<file path="src/rtl/mem_arb_pkg.sv">
// Shared types and default widths for the memory arbiter.
package mem_arb_pkg;

  localparam int ADDR_W_DEF = 64;
  localparam int DATA_W_DEF = 64;
  localparam int DELAY_DEF  = 2;

  typedef enum logic [1:0] {IDLE, WAIT, ACCESS} state_e;
  typedef enum logic {REQ_IFU, REQ_LSU} req_id_e;

endpackage

</file>
<file path="src/rtl/mem_arbiter_if.sv">
// IFU/LSU request-response and memory port bundle for mem_arbiter.
// slave = arbiter side, master = requesters + memory model side.
interface mem_arbiter_if #(
  parameter int ADDR_W = mem_arb_pkg::ADDR_W_DEF,
  parameter int DATA_W = mem_arb_pkg::DATA_W_DEF
) ();
  logic                  ifu_req_valid;
  logic                  ifu_req_ready;
  logic [ADDR_W-1:0]     ifu_addr;
  logic                  ifu_resp_valid;
  logic [DATA_W-1:0]     ifu_resp_data;

  logic                  lsu_req_valid;
  logic                  lsu_req_ready;
  logic                  lsu_wen;
  logic [ADDR_W-1:0]     lsu_addr;
  logic [DATA_W-1:0]     lsu_wdata;
  logic [DATA_W/8-1:0]   lsu_wmask;
  logic                  lsu_resp_valid;
  logic [DATA_W-1:0]     lsu_resp_data;

  logic                  mem_ren;
  logic                  mem_wen;
  logic [ADDR_W-1:0]     mem_addr;
  logic [DATA_W/8-1:0]   mem_wmask;
  logic [DATA_W-1:0]     mem_wdata;
  logic [DATA_W-1:0]     mem_rdata;

  modport slave (
    input  ifu_req_valid, ifu_addr,
    input  lsu_req_valid, lsu_wen, lsu_addr, lsu_wdata, lsu_wmask,
    input  mem_rdata,
    output ifu_req_ready, ifu_resp_valid, ifu_resp_data,
    output lsu_req_ready, lsu_resp_valid, lsu_resp_data,
    output mem_ren, mem_wen, mem_addr, mem_wmask, mem_wdata
  );

  modport master (
    output ifu_req_valid, ifu_addr,
    output lsu_req_valid, lsu_wen, lsu_addr, lsu_wdata, lsu_wmask,
    output mem_rdata,
    input  ifu_req_ready, ifu_resp_valid, ifu_resp_data,
    input  lsu_req_ready, lsu_resp_valid, lsu_resp_data,
    input  mem_ren, mem_wen, mem_addr, mem_wmask, mem_wdata
  );
endinterface

</file>
<file path="src/rtl/mem_arb_rr.sv">
// 2-way round-robin picker: a lone requester wins, a tie goes to the
// requester that did not win last time. grant[0] = IFU, grant[1] = LSU.
module mem_arb_rr
  import mem_arb_pkg::*;
(
  input  logic       ifu_valid,
  input  logic       lsu_valid,
  input  req_id_e    last_grant,
  output logic [1:0] grant
);

  // Pick one-hot winner
  always_comb begin
    grant = 2'b00;
    if (ifu_valid && lsu_valid)
      grant = (last_grant == REQ_LSU) ? 2'b01 : 2'b10;
    else
      grant = {lsu_valid, ifu_valid};
  end

endmodule

</file>
<file path="src/rtl/mem_arbiter.sv">
// Round-robin arbiter sharing one combinational memory port between IFU
// (read-only) and LSU (read/write). One access per handshake, memory
// enables high only in ACCESS, one-cycle response pulse the cycle after.
// Optional macro MEM_ARB_DELAY_EN inserts DELAY wait cycles before ACCESS.
module mem_arbiter
  import mem_arb_pkg::*;
#(
  parameter int ADDR_W = ADDR_W_DEF,
  parameter int DATA_W = DATA_W_DEF,
  parameter int DELAY  = DELAY_DEF
) (
  input  logic           clock,
  input  logic           reset,
  mem_arbiter_if.slave   bus
);

  localparam int MASK_W = DATA_W / 8;

  state_e              state_q, state_d;
  req_id_e             last_q, last_d;
  req_id_e             id_q, id_d;
  logic [ADDR_W-1:0]   addr_q, addr_d;
  logic                wen_q, wen_d;
  logic [DATA_W-1:0]   wdata_q, wdata_d;
  logic [MASK_W-1:0]   wmask_q, wmask_d;
  logic                ifu_rv_q, ifu_rv_d;
  logic [DATA_W-1:0]   ifu_rd_q, ifu_rd_d;
  logic                lsu_rv_q, lsu_rv_d;
  logic [DATA_W-1:0]   lsu_rd_q, lsu_rd_d;
  logic [1:0]          grant;

`ifdef MEM_ARB_DELAY_EN
  localparam int CNT_W = (DELAY > 1) ? $clog2(DELAY) : 1;
  logic [CNT_W-1:0]    cnt_q, cnt_d;
`else
  logic [31:0]         unused_delay;
  assign unused_delay = 32'(DELAY);
`endif

  mem_arb_rr u_rr (
    .ifu_valid  (bus.ifu_req_valid),
    .lsu_valid  (bus.lsu_req_valid),
    .last_grant (last_q),
    .grant      (grant)
  );

  assign bus.ifu_resp_valid = ifu_rv_q;
  assign bus.ifu_resp_data  = ifu_rd_q;
  assign bus.lsu_resp_valid = lsu_rv_q;
  assign bus.lsu_resp_data  = lsu_rd_q;

  // Next state, request latch, memory drive and response capture
  always_comb begin
    state_d   = state_q;
    last_d    = last_q;
    id_d      = id_q;
    addr_d    = addr_q;
    wen_d     = wen_q;
    wdata_d   = wdata_q;
    wmask_d   = wmask_q;
    ifu_rv_d  = 1'b0;
    ifu_rd_d  = ifu_rd_q;
    lsu_rv_d  = 1'b0;
    lsu_rd_d  = lsu_rd_q;
`ifdef MEM_ARB_DELAY_EN
    cnt_d     = cnt_q;
`endif
    bus.ifu_req_ready = 1'b0;
    bus.lsu_req_ready = 1'b0;
    bus.mem_ren       = 1'b0;
    bus.mem_wen       = 1'b0;
    bus.mem_addr      = '0;
    bus.mem_wmask     = '0;
    bus.mem_wdata     = '0;

    case (state_q)
      IDLE: begin
        // ready is combinational from valid; held low while in reset
        bus.ifu_req_ready = grant[0] & ~reset;
        bus.lsu_req_ready = grant[1] & ~reset;
        if (|grant) begin
          id_d    = grant[1] ? REQ_LSU : REQ_IFU;
          last_d  = grant[1] ? REQ_LSU : REQ_IFU;
          addr_d  = grant[1] ? bus.lsu_addr : bus.ifu_addr;
          wen_d   = grant[1] & bus.lsu_wen;
          wdata_d = grant[1] ? bus.lsu_wdata : '0;
          wmask_d = grant[1] ? bus.lsu_wmask : '0;
          state_d = ACCESS;
`ifdef MEM_ARB_DELAY_EN
          if (DELAY > 0) begin
            state_d = WAIT;
            cnt_d   = '0;
          end
`endif
        end
      end
`ifdef MEM_ARB_DELAY_EN
      WAIT: begin
        cnt_d = cnt_q + CNT_W'(1);
        if (cnt_q == CNT_W'(DELAY - 1))
          state_d = ACCESS;
      end
`endif
      ACCESS: begin
        bus.mem_addr = addr_q;
        if (wen_q) begin
          bus.mem_wen   = 1'b1;
          bus.mem_wmask = wmask_q;
          bus.mem_wdata = wdata_q;
        end else begin
          bus.mem_ren = 1'b1;
        end
        if (id_q == REQ_IFU) begin
          ifu_rv_d = 1'b1;
          ifu_rd_d = bus.mem_rdata;
        end else begin
          lsu_rv_d = 1'b1;
          lsu_rd_d = wen_q ? '0 : bus.mem_rdata;
        end
        state_d = IDLE;
      end
      default: state_d = IDLE;
    endcase
  end

  // State and datapath registers
  always_ff @(posedge clock or posedge reset) begin
    if (reset) begin
      state_q  <= IDLE;
      last_q   <= REQ_LSU;
      id_q     <= REQ_IFU;
      addr_q   <= '0;
      wen_q    <= 1'b0;
      wdata_q  <= '0;
      wmask_q  <= '0;
      ifu_rv_q <= 1'b0;
      ifu_rd_q <= '0;
      lsu_rv_q <= 1'b0;
      lsu_rd_q <= '0;
`ifdef MEM_ARB_DELAY_EN
      cnt_q    <= '0;
`endif
    end else begin
      state_q  <= state_d;
      last_q   <= last_d;
      id_q     <= id_d;
      addr_q   <= addr_d;
      wen_q    <= wen_d;
      wdata_q  <= wdata_d;
      wmask_q  <= wmask_d;
      ifu_rv_q <= ifu_rv_d;
      ifu_rd_q <= ifu_rd_d;
      lsu_rv_q <= lsu_rv_d;
      lsu_rd_q <= lsu_rd_d;
`ifdef MEM_ARB_DELAY_EN
      cnt_q    <= cnt_d;
`endif
    end
  end

endmodule

</file>
<file path="src/flat_wrapper.sv">
// flat-port wrapper written by rule: the top's interface ports become plain ports
module mem_arbiter_flat import mem_arb_pkg::*;
#(
  parameter int ADDR_W = ADDR_W_DEF,
  parameter int DATA_W = DATA_W_DEF,
  parameter int DELAY  = DELAY_DEF
)
  (clock, reset, bus_ifu_req_valid, bus_ifu_addr, bus_lsu_req_valid, bus_lsu_wen, bus_lsu_addr, bus_lsu_wdata, bus_lsu_wmask, bus_mem_rdata, bus_ifu_req_ready, bus_ifu_resp_valid, bus_ifu_resp_data, bus_lsu_req_ready, bus_lsu_resp_valid, bus_lsu_resp_data, bus_mem_ren, bus_mem_wen, bus_mem_addr, bus_mem_wmask, bus_mem_wdata);
  mem_arbiter_if #(.ADDR_W(ADDR_W), .DATA_W(DATA_W)) bus_i ();
  input  logic clock;
  input  logic reset;
  input wire logic [$bits(bus_i.ifu_req_valid)-1:0] bus_ifu_req_valid;
  input wire logic [$bits(bus_i.ifu_addr)-1:0] bus_ifu_addr;
  input wire logic [$bits(bus_i.lsu_req_valid)-1:0] bus_lsu_req_valid;
  input wire logic [$bits(bus_i.lsu_wen)-1:0] bus_lsu_wen;
  input wire logic [$bits(bus_i.lsu_addr)-1:0] bus_lsu_addr;
  input wire logic [$bits(bus_i.lsu_wdata)-1:0] bus_lsu_wdata;
  input wire logic [$bits(bus_i.lsu_wmask)-1:0] bus_lsu_wmask;
  input wire logic [$bits(bus_i.mem_rdata)-1:0] bus_mem_rdata;
  output wire logic [$bits(bus_i.ifu_req_ready)-1:0] bus_ifu_req_ready;
  output wire logic [$bits(bus_i.ifu_resp_valid)-1:0] bus_ifu_resp_valid;
  output wire logic [$bits(bus_i.ifu_resp_data)-1:0] bus_ifu_resp_data;
  output wire logic [$bits(bus_i.lsu_req_ready)-1:0] bus_lsu_req_ready;
  output wire logic [$bits(bus_i.lsu_resp_valid)-1:0] bus_lsu_resp_valid;
  output wire logic [$bits(bus_i.lsu_resp_data)-1:0] bus_lsu_resp_data;
  output wire logic [$bits(bus_i.mem_ren)-1:0] bus_mem_ren;
  output wire logic [$bits(bus_i.mem_wen)-1:0] bus_mem_wen;
  output wire logic [$bits(bus_i.mem_addr)-1:0] bus_mem_addr;
  output wire logic [$bits(bus_i.mem_wmask)-1:0] bus_mem_wmask;
  output wire logic [$bits(bus_i.mem_wdata)-1:0] bus_mem_wdata;
  assign bus_i.ifu_req_valid = bus_ifu_req_valid;
  assign bus_i.ifu_addr = bus_ifu_addr;
  assign bus_i.lsu_req_valid = bus_lsu_req_valid;
  assign bus_i.lsu_wen = bus_lsu_wen;
  assign bus_i.lsu_addr = bus_lsu_addr;
  assign bus_i.lsu_wdata = bus_lsu_wdata;
  assign bus_i.lsu_wmask = bus_lsu_wmask;
  assign bus_i.mem_rdata = bus_mem_rdata;
  assign bus_ifu_req_ready = bus_i.ifu_req_ready;
  assign bus_ifu_resp_valid = bus_i.ifu_resp_valid;
  assign bus_ifu_resp_data = bus_i.ifu_resp_data;
  assign bus_lsu_req_ready = bus_i.lsu_req_ready;
  assign bus_lsu_resp_valid = bus_i.lsu_resp_valid;
  assign bus_lsu_resp_data = bus_i.lsu_resp_data;
  assign bus_mem_ren = bus_i.mem_ren;
  assign bus_mem_wen = bus_i.mem_wen;
  assign bus_mem_addr = bus_i.mem_addr;
  assign bus_mem_wmask = bus_i.mem_wmask;
  assign bus_mem_wdata = bus_i.mem_wdata;
  mem_arbiter #(.ADDR_W(ADDR_W), .DATA_W(DATA_W), .DELAY(DELAY)) u_core (.clock(clock), .reset(reset), .bus(bus_i));
endmodule
</file>
<file path="config.mk">
export PLATFORM = sky130hd
export DESIGN_NAME = mem_arbiter_flat
export DESIGN_NICKNAME = d
export VERILOG_FILES = /design/src/rtl/mem_arb_pkg.sv /design/src/rtl/mem_arbiter_if.sv /design/src/rtl/mem_arb_rr.sv /design/src/rtl/mem_arbiter.sv /design/src/flat_wrapper.sv
export SDC_FILE = /design/constraint.sdc
export NUM_CORES = 1
export LEC_CHECK = 0
export BUFFER_PORTS_ARGS = -buffer_cell sky130_fd_sc_hd__buf_4
export CAP_MARGIN = 20
export CORE_AREA = 4 4 206 208
export CTS_CLUSTER_DIAMETER = 100
export DETAILED_ROUTE_END_ITERATION = 12
export DIE_AREA = 0 0 210 212
export GPL_TIMING_DRIVEN = 0
export PLACE_DENSITY_LB_ADDON = 0.12
export SLEW_MARGIN = 0
export SYNTH_ARGS = -nofsm -noshare
export SYNTH_HDL_FRONTEND = slang
export SYNTH_HIERARCHICAL = 1
export SYNTH_SLANG_ARGS = --single-unit
export TNS_END_PERCENT = 50
</file>
<file path="constraint.sdc">
create_clock -name clock -period 10.98 [get_ports clock]
set_input_delay 0.549 -clock clock [delete_from_list [all_inputs] [get_ports clock]]
set_output_delay 0.549 -clock clock [all_outputs]
set_load 0.03 [all_outputs]
</file>
==> flow_summary.yaml <==
finish:
  ff_latch_area_um2: 6758
  layout.nets: 1760
  layout-drive-gt1-share: 0.5327
  fill_cells: 3938
  fin_cells: 2048
  area_delta_synth_final_pct: 49.25
  multi_input_area_um2: 4781
synthesis:
  yosysSeqAreaShare: 0.5615
  synth.most_common_cell: "dfrtp_1"
  avgSynthCellArea_um2: 13.17
  async_flop_share: 1.000
  synth_warnings: 6
  ys_types: 24
  yosys_register_bits: 270
  synth.top_cells.by_area: "dfrtp_1, mux2_2, o221a_2"
  netlist_area_um2: 12040
  yosys.area.top_type: "dfrtp_1"
  synth_cells: 914
  syn_nets: 1183
  synth_commonest_cells: "dfrtp_1, mux2_2, a22o_1"
  ys.flop_type: "dfrtp_1"
  synth_edf_count: 0
  synth.top_cell.area_share: 0.5593
timing:
  slew_violations: 0
  fmax_ghz: 0.3182
  relSlewSlack: 0.5869
  final_hold_viol_count: 0
  period_needed_ps: 3143
  tns_ps: 0
  tightest_slew_ps: 619.7
  skew_ps: 10.85
  rsz0062_at_grt: "false"
  finalSetupViolCount: 0
  min_period_over_period: 0.2862
route:
  routed_wl_um: 47400
  viasPerCell: 4.893
  first_pass_iters: 4
  wire_per_inst_um: 23.14
  drtAntennaViolNets: 0
  drc: 0
  drt-initial-drc-count: 517
  vias: 10020
worst_setup_path:
  cp_slowest_stage_delay_ps: 490
  end_kind: "primary output"
  worst-path-buf-inv: 5
  critPathRequiredTime_ps: 10430
  crit_fanout: 10
  criticalPathCategory: "reg2out"
  critPathArrivalTime_ps: 2590
  worstSetupStartpointType: "flop"
  crit_family: "buffers and inverters"
  cp_slowest_cell: "clkbuf_1"
  crit_top_cell: "clkbuf_1"
  crit_chain: "buf_6, buf_2, clkbuf_1, clkbuf_1, and2_1, buf_4"
power:
  sw_frac_of_total: 0.4098
  p_leak_nw: 8.788
  power.internal_mw: 3.297
  combPwrFrac: 0.484
  p_total_mw: 5.586
  power_frac_seq: 0.310
  powerDensity_nw_per_um2: 311.0
  p_sw_mw: 2.289
  power_frac_clock: 0.206
  peakVddDrop_mv: 0.1138
global_route:
  first_global_vias: 10628
  gr-total-overflow: 0
  grt_pass1_wl_um: 69750
  grt_max_degree: 115
  antenna_found_initial: 2
  track_usage: 0.2047
cts:
  ctsResizeCount: 0
  cts_root_buf: "clkbuf_16"
  clock_latency_ps: 520
  post_cts_buffers: 0
  cts_sinks: 270
  holdBufCountCts: 0
  clkTransAtPathRegs_ps: 60
  cts_htree_levels: 2
  cts_tree: "built"
  numCtsBuffers: 35
  ctsLongestPathBuffers: 3
die:
  die_h_um: 212
  die-area_um2: 44520
  core_area_um2: 40550
  placementRows: 74
  fp.dieW_um: 210
  start_util: 0.2968
  pin_count: 539
placed_design:
  place_inst: 1986
  numPortBuffers: 538
  place_hpwl_um: 36010
  place_congestion: 0.8237
job:
  drv_cap: 0
min_path:
  min_path_type: "in2async"
outcome:
  status: "complete, no violations"
-- registers in the layout, indices dropped and copies added (netlist names) --
register / count
u_core/bus.lsu_resp_valid: 1
u_core/wmask_q: 8
u_core/state_q: 1
u_core/bus.lsu_resp_data: 64
u_core/last_q: 1
u_core/bus.ifu_resp_data: 64
u_core/wen_q: 1
u_core/bus.ifu_resp_valid: 1
u_core/id_q: 1
u_core/wdata_q: 64
u_core/addr_q: 64
-- through the flow --
step | hold WS (ps) | util | cell area (um^2) | setup WS, ps
5_1_grt | 58.55 | 0.4429 | 17960 | 7673
4_1_cts | 30.90 | 0.4429 | 17960 | 7775
3_3_place_gp | 473.7 | 0.4128 | 16740 | -981.5
3_5_place_dp | 473.0 | 0.4143 | 16800 | 8350
2_1_floorplan | 457.8 | - | 12040 | 2994
6_report | 38.26 | 0.4429 | 17960 | 7837
-- worst paths after layout --
path / from / slack [ps] / endpoint / cells past startpoint
max in group asynchronous: reset / 9490 / u_core/bus.lsu_resp_data[16] / 4
worst max-delay path: u_core/state_q[1] / 7840 / bus_mem_addr[40] / 6
min in group clock: bus_lsu_wdata[10] / 240 / u_core/wdata_q[10] / 2
worst min-delay path: reset / 40 / u_core/addr_q[63] / 2
worst max register to register: u_core/last_q / 8820 / u_core/addr_q[4] / 6
worst min register to register: u_core/wmask_q[6] / 490 / u_core/wmask_q[6] / 1
-- metal layers --
metal,GRT usage,routed length [um]
met5,0,13
met4,0.05873,1207
met3,0.08116,4522
met2,0.3316,22740
met1,0.2555,18910
-- cell usage in the layout (no fill, tap or decap), drive strengths merged --
| cell type | instances |
|---|---|
| a21o | 2 |
| nor2 | 2 |
| clkinvlp | 1 |
| nor2b | 65 |
| nand2b | 3 |
| a22o | 73 |
| dfrtp | 269 |
| diode | 1 |
| bufinv | 1 |
| and3 | 72 |
| o221a | 64 |
| mux2 | 128 |
| nand2 | 1 |
| clkinv | 7 |
| clkbuf | 96 |
| inv | 7 |
| and2b | 1 |
| o21bai | 1 |
| or4b | 64 |
| dfstp | 1 |
| a21boi | 2 |
| and2 | 65 |
| buf | 590 |
-- area by class of cell --
class | instances | share of cell area
Sequential cell | 270 | 0.3762
Clock inverter | 11 | 0.005155
Tap cell | 532 | 0.03706
Antenna cell | 1 | 0.0001393
Inverter | 5 | 0.001463
Multi-Input combinational cell | 543 | 0.2662
Clock buffer | 50 | 0.05928
Buffer | 96 | 0.02661
Timing Repair Buffer | 540 | 0.2279
-- cells by family (layout without fill, tap and decap cells) --
family / after synthesis / after routing / synth area share
AND/OR/NAND/NOR: 273 / 273 / 0.1613
flip-flops: 270 / 270 / 0.5615
AO/OA/AOI/OAI: 142 / 142 / 0.1161
multiplexers: 128 / 128 / 0.1198
buffers and inverters: 101 / 702 / 0.04127
other: 0 / 1 / 0
-- power by group through the flow --
| stage | Sequential (mW) | Clock (mW) | Combinational, mW |
|---|---|---|---|
| after global placement | 1.74 | 0 | 2.72 |
| after floorplan | 2.16 | 0 | 1.21 |
| after CTS | 1.73 | 1.19 | 2.74 |
| after detailed placement | 1.74 | 0 | 2.74 |
| final | 1.73 | 1.15 | 2.70 |
| after global routing | 1.79 | 1.23 | 2.88 |
-- worst reg2reg max path, cell delays in order (launching register included) --
cell	delay [ps]
dfstp_2	540
inv_1	40
a21boi_1	200
buf_2	270
clkbuf_1	390
or4b_1	480
o221a_2	130
Power figures use the tool's default switching activity.
